$ cat src/rtl/mem_arb_pkg.sv
// Shared types and defaults for the unified-memory port arbiter.
package mem_arb_pkg;

  localparam int unsigned DEF_AW      = 32;
  localparam int unsigned DEF_DW      = 32;
  localparam int unsigned DEF_MEM_LAT = 2;
  // Counter width: holds MEM_LAT-1 for MEM_LAT in 1..15.
  localparam int unsigned CNT_W       = 4;

  typedef enum logic [1:0] {
    ST_IDLE   = 2'd0,
    ST_ACCESS = 2'd1,
    ST_RESP   = 2'd2
  } state_t;

  typedef enum logic {
    OWN_IF = 1'b0,
    OWN_DM = 1'b1
  } owner_t;

endpackage

$ cat src/rtl/mem_port_arbiter_lat_cnt.sv
// Loadable down-counter timing the memory access latency; zero flag marks
// the last ACCESS cycle.
module arb_lat_cnt #(
  parameter int unsigned       W        = 4,
  parameter logic [W-1:0]      LOAD_VAL = '0
) (
  input  logic clk,
  input  logic rst,
  input  logic load,
  input  logic dec,
  output logic zero
);

  logic [W-1:0] cnt;

  // Load on a new grant, otherwise count down while the access is in flight.
  always_ff @(posedge clk) begin
    if (rst)       cnt <= '0;
    else if (load) cnt <= LOAD_VAL;
    else if (dec)  cnt <= cnt - 1'b1;
  end

  assign zero = (cnt == '0);

endmodule

$ cat src/rtl/mem_port_arbiter.sv
// Arbiter sharing one single-port memory between instruction fetch (IF)
// and data memory (DM) requesters of the multi-cycle core.
// Optional build macro: MEM_ARB_RR_EN (round-robin tie break instead of
// fixed DM-over-IF priority).
module mem_port_arbiter
  import mem_arb_pkg::*;
#(
  parameter int unsigned AW      = DEF_AW,
  parameter int unsigned DW      = DEF_DW,
  parameter int unsigned MEM_LAT = DEF_MEM_LAT
) (
  input  logic          clk,
  input  logic          rst,
  input  logic          if_req,
  input  logic [AW-1:0] if_addr,
  output logic          if_gnt,
  output logic          if_rvalid,
  output logic [DW-1:0] if_rdata,
  input  logic          dm_req,
  input  logic          dm_we,
  input  logic [AW-1:0] dm_addr,
  input  logic [DW-1:0] dm_wdata,
  output logic          dm_gnt,
  output logic          dm_done,
  output logic [DW-1:0] dm_rdata,
  output logic          mem_en,
  output logic          mem_we,
  output logic [AW-1:0] mem_addr,
  output logic [DW-1:0] mem_wdata,
  input  logic [DW-1:0] mem_rdata,
  output logic          busy
);

  state_t state;
  owner_t owner;
  owner_t pick;
  logic   cur_we;
  logic   req_any;
  logic   arb_slot;
  logic   cnt_load;
  logic   cnt_dec;
  logic   cnt_zero;

`ifdef MEM_ARB_RR_EN
  owner_t last_owner;
`endif

  assign req_any  = if_req | dm_req;
  assign arb_slot = (state == ST_IDLE) || (state == ST_RESP);
  assign cnt_load = arb_slot && req_any;
  assign cnt_dec  = (state == ST_ACCESS) && !cnt_zero;
  assign busy     = (state != ST_IDLE);

  // Winner selection for the current arbitration edge.
  always_comb begin
    pick = dm_req ? OWN_DM : OWN_IF;
`ifdef MEM_ARB_RR_EN
    if (if_req && dm_req) pick = (last_owner == OWN_IF) ? OWN_DM : OWN_IF;
`endif
  end

  arb_lat_cnt #(
    .W        (CNT_W),
    .LOAD_VAL (CNT_W'(MEM_LAT - 1))
  ) u_lat_cnt (
    .clk  (clk),
    .rst  (rst),
    .load (cnt_load),
    .dec  (cnt_dec),
    .zero (cnt_zero)
  );

  // Arbitration FSM with registered strobes and completion pulses.
  // Read data is valid during RESP, so capture and the rvalid/done pulse
  // are issued on the RESP edge, together with the next arbitration.
  always_ff @(posedge clk) begin
    if (rst) begin
      state      <= ST_IDLE;
      owner      <= OWN_IF;
      cur_we     <= 1'b0;
      if_gnt     <= 1'b0;
      dm_gnt     <= 1'b0;
      if_rvalid  <= 1'b0;
      dm_done    <= 1'b0;
      mem_en     <= 1'b0;
      mem_we     <= 1'b0;
      mem_addr   <= '0;
      mem_wdata  <= '0;
      if_rdata   <= '0;
      dm_rdata   <= '0;
`ifdef MEM_ARB_RR_EN
      last_owner <= OWN_IF;
`endif
    end else begin
      if_gnt    <= 1'b0;
      dm_gnt    <= 1'b0;
      if_rvalid <= 1'b0;
      dm_done   <= 1'b0;
      mem_en    <= 1'b0;
      mem_we    <= 1'b0;
      case (state)
        ST_IDLE, ST_RESP: begin
          if (state == ST_RESP) begin
            if (owner == OWN_IF) begin
              if_rdata  <= mem_rdata;
              if_rvalid <= 1'b1;
            end else begin
              dm_done <= 1'b1;
              if (!cur_we) dm_rdata <= mem_rdata;
            end
          end
          if (req_any) begin
            owner  <= pick;
            cur_we <= (pick == OWN_DM) && dm_we;
            mem_we <= (pick == OWN_DM) && dm_we;
            mem_en <= 1'b1;
            if_gnt <= (pick == OWN_IF);
            dm_gnt <= (pick == OWN_DM);
            if (pick == OWN_DM) begin
              mem_addr  <= dm_addr;
              mem_wdata <= dm_wdata;
            end else begin
              mem_addr  <= if_addr;
            end
`ifdef MEM_ARB_RR_EN
            last_owner <= pick;
`endif
            state <= ST_ACCESS;
          end else begin
            state <= ST_IDLE;
          end
        end
        ST_ACCESS: begin
          if (cnt_zero) state <= ST_RESP;
        end
        default: state <= ST_IDLE;
      endcase
    end
  end

endmodule
$ cat config.mk
export PLATFORM = sky130hd
export DESIGN_NAME = mem_port_arbiter
export DESIGN_NICKNAME = d
export VERILOG_FILES = /design/src/rtl/mem_arb_pkg.sv /design/src/rtl/mem_port_arbiter_lat_cnt.sv /design/src/rtl/mem_port_arbiter.sv
export SDC_FILE = /design/constraint.sdc
export NUM_CORES = 1
export LEC_CHECK = 0
export ABC_AREA = 1
export CELL_PAD_IN_SITES_DETAIL_PLACEMENT = 0
export CELL_PAD_IN_SITES_GLOBAL_PLACEMENT = 2
export CORE_MARGIN = 10
export CORE_UTILIZATION = 19
export DETAILED_ROUTE_END_ITERATION = 6
export GPL_TIMING_DRIVEN = 0
export PLACE_DENSITY = 0.75
export SLEW_MARGIN = 20
export SYNTH_ARGS = -nofsm -noshare
export SYNTH_HDL_FRONTEND = slang
export SYNTH_SLANG_ARGS = --single-unit
$ cat constraint.sdc
create_clock -name clk -period 1.15 [get_ports clk]
set_input_delay 0.1725 -clock clk [delete_from_list [all_inputs] [get_ports clk]]
set_output_delay 0.1725 -clock clk [all_outputs]
set_load 0.02 [all_outputs]
* After elaboration in Yosys (flattened, before gate mapping) *
Cells that the tools add are included.

storage, ports and cells
  bits in registers = 142
  input bits = 133
  output and inout port bits = 135
  word-level logic and storage cells = 54

operators by class
  add/sub/neg operators = 1
  equality and inequality tests = 3
  muxes and demuxes = 10
  bitwise gates (word level) = 7
  reductions and logical operators = 18

operators by type and width
  operator               count
  $mux W32               1
  $mux W1                7
  $not A1 Y1             6
  $reduce_and A3 Y1      2
  $reduce_or A2 Y1       3
  $reduce_or A3 Y1       2
  $logic_not A4 Y1       1
  $pmux W2 S2            1
  $reduce_and A4 Y1      1
  $reduce_bool A2 Y1     2
  $sub A4 B1 Y4 const B  1
  $logic_and A1 B1 Y1    3
  $eq A2 B1 Y1 const B   1
  $eq A2 B2 Y1 const B   1
  $logic_not A2 Y1       1
  $mux W2                1
  $ne A2 B2 Y1 const B   1
  $reduce_and A2 Y1      1
  $logic_not A1 Y1       1
  $logic_or A1 B1 Y1     1
  $or A1 B1 Y1           1

* Longest topological paths before layout *
  depth after elaboration = 5
  gate-level depth with buffers = 8
  mapped depth without buffers = 8

* Cells and area by module *
Synthesis repeated with hierarchy kept, for this count alone.

second synthesis, totals
  cells, all modules = 862
  area, all modules = 5,806.8 um^2

by module, submodules not included
  module            instances  cells each  area each (um^2)  seq. area each (um^2)
  mem_port_arbiter  1          834         5,610.4           2,762.6
  arb_lat_cnt       1          28          196.4             80.1

* Least setup slack after synthesis *
OpenSTA, ideal clock, no wires.

  path type = reg2reg
  start point = register u_lat_cnt.cnt[0]
  end point = register u_lat_cnt.cnt[1]
  setup time = 0.113 ns
  arrival time = 1.012 ns
  data required time = 1.037 ns
  setup slack = 0.026 ns
  cell stages (with the launch flop) = 9
  path buffers = 0
  clock period less this slack = 1.124 ns
  cells stage by stage = dfxtp_1 inv_1 ha_1 nand2_1 nand2_1 inv_1 nand2_1 nand2_1 nor2_1

on the way
  cells in the longest elaborated chain, start to end = 3
  elaborated cells on any way between the ends = 4
  classes of those cells = add/sub: 1; reduce/logical: 3

RTL lines
  element                                                                line                            text
  start, declared                                                        mem_port_arbiter_lat_cnt.sv:14  logic [W-1:0] cnt;
  start signal, assigned                                                 mem_port_arbiter_lat_cnt.sv:20  else if (dec) cnt <= cnt - 1'b1;
  parallel branches: the longest is 3 deep, another holds $sub A4 B1 Y4  -

Parallel ways; which one is timed is not known.
A chain may end at the register's enable or synchronous reset.

* Worst setup path after layout *
  start point = register state[0]
  end point = output busy

on the way
  cells in the longest elaborated chain, start to end = 1

RTL lines
  element                 line                     text
  start, declared         mem_port_arbiter.sv:34   state_t state;
  start signal, assigned  mem_port_arbiter.sv:78   state <= ST_IDLE;
  start signal, assigned  mem_port_arbiter.sv:128  state <= ST_ACCESS;
  start signal, assigned  mem_port_arbiter.sv:130  state <= ST_IDLE;
  $reduce_bool A2 Y1      mem_port_arbiter.sv:52   assign busy = (state != ST_IDLE);
  end, declared           mem_port_arbiter.sv:31   output logic busy

No other way between the ends.

==> run metrics <==
CTS Sinks=142; final cell area excluding filler cells=9806 um2; drt pass-1 iters=5; detailed placer's ending HPWL=17260 um; GP Congestion=0.7340; crit path kind=reg2out; hold_sp=rst; Die X=186.2 um; maximum clock frequency=809.4 MHz; CTS max path bufs=2; Initial Utilization=0.1937; GR Util All Layers=0.1308; Reg2Reg Depth=6; Avg Cell Area, Syn=7.871 um2; final number of setup-violating endpoints=80; DR vias/cell=4.174; antenna-violating nets left=0; R2R Setup Slk=-0.07 ns; share of layout cells above drive strength 1=0.4034; Setup WS post-layout=-0.08542 ns; Hold WC Path Type=in2reg; # hold bufs at CTS=0; area share of the largest cell type after synthesis=0.5415; initial antenna violation count=0; sequential-to-total area share from yosys stat=0.5415; period utilization=1.074; Inst Count DP=1305; total CTS buffers=17; I/O pin cnt=268; vias in the first global route=5763; crit-path max FO=4; Cell Area, Synth=5250 um2; drt drc=0; CTS tree=done; leakage=4.077 nW; Hold Fails Final Rpt=0; Final Skew=0.01568 ns; min cycle time layout=1.235 ns; Crit Reg-Reg Startpoint=state[0]$_SDFFE_PP0P_; peak supply drop=0.0005833 V; failing checks=setup timing; pin count of the biggest net entering global routing=17; flops & latches, synth=142; Critical Path RT=0.98 ns; Area Overhead vs Synth=86.77%; synth unique cells=23; Hold Path Depth=4; Clk Latency, worst-skew pair=0.43 ns; Relative slew margins=0.4732; die height=186.2 um; first-pass GRT wire length=34710 um; Wirelength per Cell=17.25 um; Die Area=34680 um2; Tightest Pin Transition=0.7901 ns; setup repair after global routing missed its margin=true; diode count=0; max-slew violations=0; max-cap violations=0; Placement Setup Slack=-0.6926 ns; fin nets=1120; Post-DP Area=8378 um2; port buffer count=266; status=finished with violations; WP data arrival=1.06 ns; startpoint types=register; power per standard cell area=1393 nW/um2; Finished Core Util=0.3618; H-tree depth=4; Post-Synthesis Net Count=801; GR Overflow Total=0; TNS Setup=-2.889 ns; Hold EP=u_lat_cnt.cnt[2]$_SDFFE_PP0P_; area leader, netlist=dfxtp_1; Worst Setup End Kind=output pin; worst r2r dst=dm_rdata[11]$_SDFFE_PP0P_; via count=5722; DRT iter0 DRCs=233; fin cells=1371; Ys Warns=0; # rows=60; clk slew on worst S/H paths=0.06 ns; total wire length=23650 um; largest cells by area after synthesis=dfxtp_1, nand3_1, nand2_1; CTS root buffer=clkbuf_16; core area=27100 um2; Post-Syn Instances=667
## repair_timing
| item | 4_1_cts | 5_1_grt |
|---|---|---|
| setup buffers | 19 | 3 |
| endpoints found under the setup margin | 269 | 206 |
| gates cloned | 10 | 2 |
| resized for setup | 731 | 228 |
| pin swaps | 9 | 18 |
## cells in the final DEF (no fill, tap or decap), types with 12 or more instances in the layout
| cell type | n |
|---|---|
| buf_8 | 18 |
| o21ai_0 | 22 |
| dfxtp_1 | 100 |
| buf_2 | 60 |
| o21ai_1 | 12 |
| clkdlybuf4s50_1 | 130 |
| nand2_1 | 89 |
| dfxtp_2 | 41 |
| a21oi_1 | 38 |
| nand3_1 | 111 |
| buf_4 | 88 |
| clkbuf_16 | 20 |
| a21oi_2 | 29 |
| buf_6 | 21 |
| nand2_2 | 27 |
| nand3_2 | 20 |
| nand2_4 | 28 |
| nor2_1 | 73 |
## worst max-delay path by stage
stage | start | to | slack, ns | cells past startpoint
finish | state[0]$_SDFFE_PP0P_ | busy | -0.09 | 3
global route | state[0]$_SDFFE_PP0P_ | mem_addr[27]$_SDFFE_PP0P_ | -0.14 | 7
CTS | state[0]$_SDFFE_PP0P_ | busy | -0.12 | 3
detailed placement | dm_req | mem_wdata[24]$_SDFFE_PP0P_ | -0.69 | 5
global placement | dm_req | mem_addr[13]$_SDFFE_PP0P_ | -0.68 | 6
floorplan | u_lat_cnt.cnt[0]$_SDFFE_PP0P_ | u_lat_cnt.cnt[1]$_SDFFE_PP0P_ | 0.03 | 8
## cells in the mapped netlist
cell type / instances
o21ai_1: 3
ha_1: 1
nand2_2: 1
dfxtp_1: 142
nor2_8: 1
nor2_2: 1
nor2_1: 74
mux2i_1: 1
a21oi_1: 67
clkbuf_1: 18
nand2_1: 144
nor2_4: 2
nor3_1: 2
o21ai_0: 31
inv_2: 3
buf_6: 3
nand4_1: 1
o21ai_4: 1
buf_1: 3
buf_4: 10
buf_2: 14
inv_1: 13
nand3_1: 131
## cell families after synthesis
logic type      Yosys count  share of synthesized area
flops                   142                     0.5415
buf+inv                  64                    0.06053
mux                       1                   0.001907
fa+ha+maj                 1                   0.002383
simple gates            357                     0.2943
compound gates          102                    0.09938
## report_power, final
group          internal (mW)  total (mW)  switching (mW)  leakage [nW]
Sequential              5.23        5.41           0.182          1.18
Combinational           1.31        2.74            1.42          2.62
Clock                   3.05        5.52            2.47         0.276
Total                   9.59        13.7            4.07          4.08
## sequential cells by signal (all words and copies together), names as in the netlist
| name | flops |
|---|---|
| if_rdata | 32 |
| mem_en | 1 |
| state | 2 |
| mem_we | 1 |
| if_gnt | 1 |
| cur_we | 1 |
| u_lat_cnt.cnt | 4 |
| mem_addr | 32 |
| if_rvalid | 1 |
| dm_gnt | 1 |
| mem_wdata | 32 |
| dm_rdata | 32 |
| owner | 1 |
| dm_done | 1 |
## per-layer routing
layer / up-vias / routed length (um) / global-route usage
met5: - / 0 / 0
met4: 0 / 237 / 0.03644
met3: 14 / 2430 / 0.06306
met2: 185 / 11080 / 0.2098
met1: 2668 / 9900 / 0.1519
li1: 2855 / - / -
## area by class of cell
cell class	count	area [um2]
Clock buffer	17	425.4
Multi-Input combinational cell	462	2626
Inverter	16	75.07
Sequential cell	142	2898
Clock inverter	15	150.1
Buffer	48	510.5
Fill cell	2868	17300
Timing Repair Buffer	299	2655
Tap cell	372	465.4
## metrics by stage
| stage | hold WS [ns] | total power, mW |
|---|---|---|
| after floorplan | 0.2989 | 6.521 |
| after global placement | 0.4373 | 7.889 |
| after detailed placement | 0.4484 | 7.894 |
| after CTS | 0.1712 | 13.64 |
| after global routing | 0.2099 | 14.33 |
| final | 0.1820 | 13.66 |
## critical path, stage by stage, from the launching register on
cell,delay [ns]
dfxtp_4,0.38
inv_6,0.08
nand2_4,0.05
buf_6,0.13
No activity file was read; power rests on OpenSTA's default activity.
